### src/rtl/pmodclp_lcd_sequencer_pkg.sv
// Shared types and constants for the PmodCLP HD44780 write sequencer:
// state encoding, power-up init ROM, long-execution opcodes and default timings (100 MHz).
package pmodclp_pkg;

   typedef enum logic [2:0] {
      ST_INIT_WAIT,
      ST_INIT_CMD,
      ST_IDLE,
      ST_SETUP,
      ST_ENABLE,
      ST_HOLD,
      ST_EXEC_WAIT
   } seq_state_e;

   localparam int unsigned DEF_T_SETUP_CYC   = 8;
   localparam int unsigned DEF_T_EN_CYC      = 25;
   localparam int unsigned DEF_T_HOLD_CYC    = 4;
   localparam int unsigned DEF_T_EXEC_CYC    = 4000;
   localparam int unsigned DEF_T_CLEAR_CYC   = 164000;
   localparam int unsigned DEF_INIT_WAIT_CYC = 2000000;

   localparam logic [7:0] OP_CLEAR     = 8'h01;
   localparam logic [7:0] OP_HOME      = 8'h02;
   localparam logic [7:0] OP_HOME_ALT  = 8'h03;

   localparam int unsigned INIT_LEN = 5;

   // 8-bit bus, 2 lines; display on; clear; entry mode increment.
   function automatic logic [7:0] init_byte(input logic [2:0] idx);
      logic [7:0] b;
      case (idx)
         3'd0:    b = 8'h38;
         3'd1:    b = 8'h38;
         3'd2:    b = 8'h0C;
         3'd3:    b = 8'h01;
         default: b = 8'h06;
      endcase
      return b;
   endfunction

   function automatic int unsigned max_u(input int unsigned a, input int unsigned b);
      return (a > b) ? a : b;
   endfunction

   function automatic logic is_long_cmd(input logic rs, input logic [7:0] d);
      return !rs && (d == OP_CLEAR || d == OP_HOME || d == OP_HOME_ALT);
   endfunction

endpackage

### src/rtl/pmodclp_lcd_sequencer_timer.sv
// Loadable down-counter shared by every sequencer phase; done is high while the count is zero.
// A load of N-1 therefore ends the phase N cycles later.
module lcd_delay_timer #(
   parameter int unsigned     W       = 8,
   parameter logic [W-1:0]    RST_VAL = '0
) (
   input  logic          sysclk,
   input  logic          sysreset_n,
   input  logic          load,
   input  logic [W-1:0]  value,
   output logic          done
);

   logic [W-1:0] cnt_q, cnt_d;

   always_comb begin
      cnt_d = cnt_q;
      if (load)
         cnt_d = value;
      else if (cnt_q != '0)
         cnt_d = cnt_q - W'(1);
   end

   always_ff @(posedge sysclk or negedge sysreset_n) begin
      if (!sysreset_n)
         cnt_q <= RST_VAL;
      else
         cnt_q <= cnt_d;
   end

   assign done = (cnt_q == '0);

endmodule

### src/rtl/pmodclp_lcd_sequencer.sv
// Write-only HD44780 sequencer: one byte per handshake, ready again 1+setup+enable+hold+exec cycles after accept;
// requests while busy are ignored. Define PMODCLP_INIT_SEQ_EN to run the power-up init sequence after reset.
module pmodclp_lcd_sequencer
   import pmodclp_pkg::*;
#(
   parameter int unsigned T_SETUP_CYC   = DEF_T_SETUP_CYC,
   parameter int unsigned T_EN_CYC      = DEF_T_EN_CYC,
   parameter int unsigned T_HOLD_CYC    = DEF_T_HOLD_CYC,
   parameter int unsigned T_EXEC_CYC    = DEF_T_EXEC_CYC,
   parameter int unsigned T_CLEAR_CYC   = DEF_T_CLEAR_CYC,
   parameter int unsigned INIT_WAIT_CYC = DEF_INIT_WAIT_CYC
) (
   input  logic        sysclk,
   input  logic        sysreset_n,
   input  logic        req_valid,
   output logic        req_ready,
   input  logic        req_rs,
   input  logic [7:0]  req_data,
   output logic        busy,
   output logic        init_done,
   output logic [7:0]  lcd_d,
   output logic        lcd_rs,
   output logic        lcd_rw,
   output logic        lcd_e
);

   localparam int unsigned MAX_CYC = max_u(max_u(max_u(T_SETUP_CYC, T_EN_CYC),
                                                 max_u(T_HOLD_CYC, T_EXEC_CYC)),
                                           max_u(T_CLEAR_CYC, INIT_WAIT_CYC));
   localparam int unsigned CNT_W   = (MAX_CYC > 1) ? $clog2(MAX_CYC) : 1;

`ifdef PMODCLP_INIT_SEQ_EN
   localparam seq_state_e       RST_STATE = ST_INIT_WAIT;
   localparam logic [CNT_W-1:0] TMR_RST   = CNT_W'(INIT_WAIT_CYC - 1);
`else
   localparam seq_state_e       RST_STATE = ST_IDLE;
   localparam logic [CNT_W-1:0] TMR_RST   = '0;
`endif

   seq_state_e       state_q, state_d;
   logic [7:0]       lcd_d_q, lcd_d_d;
   logic             lcd_rs_q, lcd_rs_d;
   logic             lcd_e_q, lcd_e_d;
   logic             ready_q, ready_d;
   logic             busy_q, busy_d;
   logic             init_done_q, init_done_d;
   logic             tmr_load;
   logic [CNT_W-1:0] tmr_value;
   logic             tmr_done;
`ifdef PMODCLP_INIT_SEQ_EN
   logic [2:0]       idx_q, idx_d;
`endif

   always_comb begin
      state_d     = state_q;
      lcd_d_d     = lcd_d_q;
      lcd_rs_d    = lcd_rs_q;
      lcd_e_d     = lcd_e_q;
      ready_d     = ready_q;
      busy_d      = busy_q;
      init_done_d = init_done_q;
      tmr_load    = 1'b0;
      tmr_value   = '0;
`ifdef PMODCLP_INIT_SEQ_EN
      idx_d       = idx_q;
`endif
      case (state_q)
         ST_INIT_WAIT: begin
            busy_d = 1'b1;
            if (tmr_done)
               state_d = ST_INIT_CMD;
         end
         ST_INIT_CMD: begin
`ifdef PMODCLP_INIT_SEQ_EN
            lcd_d_d = init_byte(idx_q);
`endif
            lcd_rs_d  = 1'b0;
            tmr_load  = 1'b1;
            tmr_value = CNT_W'(T_SETUP_CYC - 1);
            state_d   = ST_SETUP;
         end
         ST_IDLE: begin
            ready_d     = 1'b1;
            busy_d      = 1'b0;
            init_done_d = 1'b1;
            // ready_q gates acceptance so the first post-reset cycle cannot capture a byte.
            if (req_valid && ready_q) begin
               lcd_d_d   = req_data;
               lcd_rs_d  = req_rs;
               ready_d   = 1'b0;
               busy_d    = 1'b1;
               tmr_load  = 1'b1;
               tmr_value = CNT_W'(T_SETUP_CYC - 1);
               state_d   = ST_SETUP;
            end
         end
         ST_SETUP: begin
            if (tmr_done) begin
               lcd_e_d   = 1'b1;
               tmr_load  = 1'b1;
               tmr_value = CNT_W'(T_EN_CYC - 1);
               state_d   = ST_ENABLE;
            end
         end
         ST_ENABLE: begin
            if (tmr_done) begin
               lcd_e_d   = 1'b0;
               tmr_load  = 1'b1;
               tmr_value = CNT_W'(T_HOLD_CYC - 1);
               state_d   = ST_HOLD;
            end
         end
         ST_HOLD: begin
            if (tmr_done) begin
               tmr_load  = 1'b1;
               tmr_value = is_long_cmd(lcd_rs_q, lcd_d_q) ? CNT_W'(T_CLEAR_CYC - 1)
                                                          : CNT_W'(T_EXEC_CYC - 1);
               state_d   = ST_EXEC_WAIT;
            end
         end
         ST_EXEC_WAIT: begin
            if (tmr_done) begin
`ifdef PMODCLP_INIT_SEQ_EN
               if (!init_done_q && idx_q != 3'(INIT_LEN - 1)) begin
                  idx_d   = idx_q + 3'd1;
                  state_d = ST_INIT_CMD;
               end else
`endif
               begin
                  state_d     = ST_IDLE;
                  ready_d     = 1'b1;
                  busy_d      = 1'b0;
                  init_done_d = 1'b1;
               end
            end
         end
         default: state_d = RST_STATE;
      endcase
   end

   always_ff @(posedge sysclk or negedge sysreset_n) begin
      if (!sysreset_n) begin
         state_q     <= RST_STATE;
         lcd_d_q     <= '0;
         lcd_rs_q    <= 1'b0;
         lcd_e_q     <= 1'b0;
         ready_q     <= 1'b0;
         busy_q      <= 1'b1;
         init_done_q <= 1'b0;
      end else begin
         state_q     <= state_d;
         lcd_d_q     <= lcd_d_d;
         lcd_rs_q    <= lcd_rs_d;
         lcd_e_q     <= lcd_e_d;
         ready_q     <= ready_d;
         busy_q      <= busy_d;
         init_done_q <= init_done_d;
      end
   end

`ifdef PMODCLP_INIT_SEQ_EN
   always_ff @(posedge sysclk or negedge sysreset_n) begin
      if (!sysreset_n)
         idx_q <= '0;
      else
         idx_q <= idx_d;
   end
`endif

   lcd_delay_timer #(
      .W       (CNT_W),
      .RST_VAL (TMR_RST)
   ) u_timer (
      .sysclk     (sysclk),
      .sysreset_n (sysreset_n),
      .load       (tmr_load),
      .value      (tmr_value),
      .done       (tmr_done)
   );

   assign lcd_d     = lcd_d_q;
   assign lcd_rs    = lcd_rs_q;
   assign lcd_rw    = 1'b0;
   assign lcd_e     = lcd_e_q;
   assign req_ready = ready_q;
   assign busy      = busy_q;
   assign init_done = init_done_q;

endmodule

### config.mk
export PLATFORM = sky130hd
export DESIGN_NAME = pmodclp_lcd_sequencer
export DESIGN_NICKNAME = d
export VERILOG_FILES = /design/src/rtl/pmodclp_lcd_sequencer_pkg.sv /design/src/rtl/pmodclp_lcd_sequencer_timer.sv /design/src/rtl/pmodclp_lcd_sequencer.sv
export SDC_FILE = /design/constraint.sdc
export NUM_CORES = 1
export LEC_CHECK = 0
export ABC_AREA = 1
export CAP_MARGIN = 40
export CORE_ASPECT_RATIO = 0.5
export CORE_MARGIN = 2
export CORE_UTILIZATION = 56
export CTS_CLUSTER_DIAMETER = 30
export CTS_CLUSTER_SIZE = 25
export DETAILED_ROUTE_END_ITERATION = 7
export HOLD_SLACK_MARGIN = 0.08
export PLACE_DENSITY = 0.79
export SYNTH_ARGS = -nofsm -noshare
export SYNTH_HDL_FRONTEND = slang
export SYNTH_HIERARCHICAL = 1
export SYNTH_SLANG_ARGS = --single-unit
### constraint.sdc
create_clock -name sysclk -period 3.1 [get_ports sysclk]
set_input_delay 0.62 -clock sysclk [delete_from_list [all_inputs] [get_ports sysclk]]
set_output_delay 0.62 -clock sysclk [all_outputs]
set_load 0.03 [all_outputs]
==> Word level (Yosys, flattened, before mapping) <==
Cells that the tools add are included.
{ "word_totals": {"memories": 0, "word_cells": 71, "ff_bits": 37, "output_inout_bits": 14, "ramBits": 0, "romBits": 0, "latch_bits": 0, "inputBits": 12} }
{ "classes": {"n_reduce_logical": 20, "add_sub_neg": 1, "eq_ne": 15, "n_div": 0, "multipliers": 0, "n_lt_le_gt_ge": 0, "n_mux": 27, "n_bitwise": 0, "shifts": 0} }
{ "ops": {"columns": ["op", "n"], "rows": [
  ["18-bit case mux with 5 select lines", 1],
  ["21-bit 2-to-1 mux", 2],
  ["18-bit 2-to-1 mux", 2],
  ["21-bit logical NOT", 1],
  ["3-bit 2-to-1 mux", 7],
  ["3-bit case mux with 7 select lines", 1],
  ["21-bit nonzero test", 1],
  ["21-bit by 1-bit subtractor with 21-bit output (second input constant)", 1],
  ["8-bit by 2-bit equality test with 1-bit output (second input constant)", 2],
  ["2-bit != test (second input constant)", 6],
  ["3-bit equality test (second input constant)", 3],
  ["8-bit by 1-bit equality test with 1-bit output (second input constant)", 1],
  ["1-bit case mux with 2 select lines", 4],
  ["2-bit AND reduction", 4],
  ["2-bit nonzero test", 4],
  ["3-bit by 2-bit equality test with 1-bit output (second input constant)", 2],
  ["1-bit 2-to-1 mux", 6],
  ["1-bit case mux with 3 select lines", 2],
  ["6-bit AND reduction", 1],
  ["5-bit 2-to-1 mux", 1],
  ["3-bit by 1-bit equality test with 1-bit output (second input constant)", 1],
  ["3-bit logical NOT", 1],
  ["3-bit AND reduction", 1],
  ["3-bit nonzero test", 1],
  ["other kinds (5)", 7]
]} }

==> Logic depth before layout (Yosys ltp) <==
{ "logic_depth": {"word_depth": 8, "mapped_depth": 13, "ltp_nobuf": 12} }

==> Cells and area by module <==
The synthesis kept the hierarchy.
{ "modules_own_cells": {"columns": ["mod", "n_inst", "cells_per_inst", "area_per_inst_um2", "seq_area_each_um2"], "rows": [
  ["lcd_delay_timer", 1, 223, 1517.7, 525.5],
  ["pmodclp_lcd_sequencer", 1, 108, 843.3, 402.9]
]} }

==> Least setup slack after synthesis <==
No wires, ideal clock.
{ "synth_path": {"kind": "register to register", "from": "register u_timer.cnt_q[13]", "to": "register u_timer.cnt_q[1]", "setup_ns": 0.121, "path_slack_ns": 0.732, "path_stages_with_launch": 11, "n_path_buf": 1, "t_required_ns": 2.979, "arrival_ns": 2.246, "period_less_slack_ns": 2.368, "cell_sequence": "dfrtp_1 > nor2_4 > nand2_2 > nor2_4 > nor4b_1 > nand2_1 > nand2_1 > clkbuf_1 > o21ai_0 > nand2_1 > o21ai_1"} }
{ "synth_via": {"elab_chain_len": 4, "word_cells_on_any_way": 9, "cone_classes": "mux (6); reduce/logical (3)"} }
{ "synth_rtl": {"columns": ["element", "line_no", "rtl"], "rows": [
  ["from (decl)", "pmodclp_lcd_sequencer_timer.sv:14", "logic [W-1:0] cnt_q, cnt_d;"],
  ["from (signal assigned)", "pmodclp_lcd_sequencer_timer.sv:28", "cnt_q <= cnt_d;"],
  ["21-bit logical NOT (*)", "pmodclp_lcd_sequencer_timer.sv:31", "assign done = (cnt_q == '0);"],
  ["net tmr_done", "pmodclp_lcd_sequencer.sv:49", "logic tmr_done;"],
  ["1-bit 2-to-1 mux (*)", "pmodclp_lcd_sequencer.sv:98, pmodclp_lcd_sequencer.sv:106, pmodclp_lcd_sequencer.sv:114", null],
  ["1-bit case mux with 3 select lines (*)", "pmodclp_lcd_sequencer.sv:67", "case (state_q)"],
  ["net tmr_load", "pmodclp_lcd_sequencer.sv:47", "logic tmr_load;"],
  ["21-bit 2-to-1 mux / 2-bit nonzero test (equally long branches)", null, null]
]} }
The timed path passes the listed nets; every way through them passes the cells marked *.
A chain may end at the register's enable or synchronous reset.

==> Worst setup path in the final report <==
{ "layout_path": {"from": "input req_valid", "to": "register u_timer.cnt_q[7]"} }
{ "layout_via": {"elab_chain_len": 4, "word_cells_on_any_way": 5, "cone_classes": "mux (3); reduce/logical (2)"} }
{ "layout_rtl": {"columns": ["element", "line_no", "rtl"], "rows": [
  ["from (decl)", "pmodclp_lcd_sequencer.sv:15", "input logic req_valid,"],
  ["1-bit logical AND (*)", "pmodclp_lcd_sequencer.sv:87", "if (req_valid && ready_q) begin"],
  ["1-bit 2-to-1 mux (*)", "pmodclp_lcd_sequencer.sv:87", null],
  ["1-bit case mux with 3 select lines (*)", "pmodclp_lcd_sequencer.sv:67", null],
  ["net tmr_load", "pmodclp_lcd_sequencer.sv:47", null],
  ["21-bit 2-to-1 mux / 2-bit nonzero test (equally long branches)", null, null]
]} }
Marked as above.

==> results_dict.tcl <==
set metrics [dict create \
    postCtsSetupBuffers 0 \
    cts_htree_levels 2 \
    dr.pass1.iters 5 \
    postCtsResizedCells 0 \
    switching_share 0.482 \
    maxCapViolCount 0 \
    core_area_mm2 0.00396 \
    syn_avg_cell_area_um2 7.13 \
    finalCritPeriodShare 0.731 \
    p_leak_uw 0.00137 \
    antenna_cells 0 \
    fin_ws_ns 0.835 \
    grt_max_degree 38 \
    area_growth_pct 17.1 \
    p_per_area_mw_per_mm2 961 \
    crit_family "buffers and inverters" \
    cts.sinks 37 \
    grt_overflow 0 \
    regArea_um2 928 \
    max_freq_ghz 0.442 \
    fillers 347 \
    die-height_um 49.9 \
    synthXorXnorAreaFrac 0.0223 \
    p_total_uw 2660 \
    cts_root_buf "clkbuf_8" \
    avgRoutedWirePerCell_um 12.6 \
    io_buffers 24 \
    final_max_slew_viol_count 0 \
    dp_slack_ns 0.561 \
    clk_pin_slew_ns 0.08 \
    end_kind "flop" \
    die_x_um 95.8 \
    crit_chain "clkdlybuf4s50_1, nand2_1, clkinv_1, nand2_2, nand2_1, inv_1, nand2_1, inv_2, nand4_1, o21ai_0, nor2_1" \
    arrival_ns 2.45 \
    routed_via_density 5.16 \
    pwr-share-seq 0.334 \
    drt_iter0_drc 124 \
    die_area_mm2 0.00478 \
    r2r_cells 12 \
    crit_cells 11 \
    yosysUniqueCellTypes 34 \
    rows 16 \
    clock_path_buffers 2 \
    io_pins 26 \
    synthSimpleGateAreaFrac 0.418 \
    netlist_instances 331 \
    hold_violations 0 \
    finClkSkew_ns 0.00552 \
    min_path_type "input port to async pin" \
    drc 0 \
    cp-start-kind "input port" \
    synth_top_family_by_area "simple AND/OR/NAND/NOR gates" \
    final.setup.tns_ns 0 \
    finalNetCount 380 \
    grt_pass1_wl_mm 9.11 \
    ant_nets 0 \
    power_frac_clock 0.143 \
    setup_viol 0 \
    slowest_delay_ns 0.39 \
    status "finished, final reports clean" \
    power.switching_uw 1280 \
    cp.required_ns 3.28 \
    cts_tree "yes" \
    yosys_warnings 6 \
    antenna_found_initial 0 \
    finalWirelength_mm 5.30 \
    synth-seq-cells 37 \
    initial_utilization 0.596 \
    grt_pass1_vias 2109 \
    cp_max_fo 11 \
    synthMuxAreaShare 0 \
    combinationalPowerShare 0.522 \
    tightestPinTransition_ns 0.818 \
    p_int_uw 1380 \
    gp_congestion 0.894 \
    hpwl_mm 3.91 \
    cts-hold-fix-buffers 0 \
    timing.critical_path.mode_cell "nand2_1" \
    fin_crit_ns 2.26 \
    multiInputGateArea_mm2 0.00129 \
    rsz0062_at_grt "false" \
    num_vias 2172 \
    synth_compound_area_frac 0.0790 \
    slowest_stage "clkdlybuf4s50_1" \
    grt.total_usage 0.247 \
    vdd_ir_drop_max_v 0.000622 \
    yosysSeqAreaShare 0.393 \
    critPathBufInv 4 \
    cts_buffers 5 \
    final_layout_size_suffix_gt1_frac 0.136 \
    yosys.area_share.adder 0.0106 \
    insertion_delay_ns 0.30 \
    max_slew_margin 0.455 \
    crit_type "input port to flop" \
    reg2reg_slack_ns 0.95 \
    syn_area_mm2 0.00236 \
]
[routing by layer]
layer	share of wire	vias to the layer above	global-route usage
met1	0.46	989	0.305
met3	0.059	6	0.0596
met2	0.47	68	0.428
li1	-	1109	-
met4	0.0096	0	0.0762
met5	0	-	0
[area by class of cell]
class / count / area share
multi-input cells: 262 / 0.466
inverters: 34 / 0.0462
repair buffers: 26 / 0.0905
well taps: 54 / 0.0244
clock buffers: 7 / 0.0349
flip-flops and latches: 37 / 0.336
clock inverters: 1 / 0.00181
[state kept, by name, summed over array words and instances (netlist names)]
signal	flops
busy	1
init_done	1
lcd_d	8
lcd_e	1
lcd_rs	1
req_ready	1
state_q	3
u_timer/cnt_q	21
[layout by cell type (no fill, tap or decap)]
master and count:
nand2_1 111, nor2_1 41, dfrtp_1 35, inv_1 26, nand3_1 23, clkdlybuf4s50_1 23, o21ai_0 12, conb_1 10
nor2_4 9, nand2_2 8, inv_2 7, clkbuf_8 7, nand4_1 7, o21ai_1 6, nor2_2 6, o211ai_1 4
xor2_1 4, o21ai_2 3, a21boi_0 3, nor3_2 2, dfstp_2 2, buf_4 2, xnor2_1 2, a21oi_1 2
ha_1 2, nand2_4 1, clkinv_1 1, a211oi_1 1, or3_1 1, clkinv_2 1, buf_2 1, nor4b_1 1
nor3_1 1, nand3_2 1, nand3b_1 1
[path summary, 6_finish.rpt]
kind	start	end
worst min register to register	init_done	init_done
worst max-delay path	req_valid	u_timer/cnt_q[7]
max in group asynchronous	sysreset_n	u_timer/cnt_q[4]
worst max register to register	u_timer/cnt_q[9]	u_timer/cnt_q[0]
worst min-delay path	sysreset_n	init_done
min in group sysclk	init_done	init_done
[per-stage QoR]
step	utilization	instance area, um^2	hold WS, ns	std cells
3_3_place_gp	0.672	2660	0.463	413
3_5_place_dp	0.672	2660	0.458	413
2_1_floorplan	-	2390	0.324	340
6_report	0.697	2760	0.409	421
4_1_cts	0.697	2760	0.453	421
5_1_grt	0.697	2760	0.491	421
[power groups by stage]
stage,logic (uW),registers [uW],clock network (uW)
4_1_cts,1390,884,389
5_1_grt,1540,913,401
6_report,1390,888,381
3_5_place_dp,1370,891,0
3_3_place_gp,1340,885,0
2_1_floorplan,927,984,0
[synth_stat cells (all sizes together)]
master  number  area, um^2
nand2      120         478
nor2        56         293
dfrtp       35         876
inv         33         124
nand3       24         125
o21ai       21         116
nand4        7        43.8
buf          5        42.5
o211ai       4        30.0
xor2         4        35.0
a21boi       3        22.5
nor3         3        25.0
a21oi        2        10.0
clkbuf       2        7.51
dfstp        2        52.6
ha           2        25.0
xnor2        2        17.5
a211oi       1        7.51
clkinv       1        3.75
conb         1        3.75
nand3b       1        7.51
nor4b        1        8.76
or3          1        6.26
[logic make-up after synthesis]
logic type               Yosys count
AND/OR/NAND/NOR                  213
adder cells (fa/ha/maj)            2
flip-flops                        37
XOR/XNOR                           6
other                              1
AO/OA/AOI/OAI                     31
buffers and inverters             41
No activity file was read; power rests on OpenSTA's default activity.
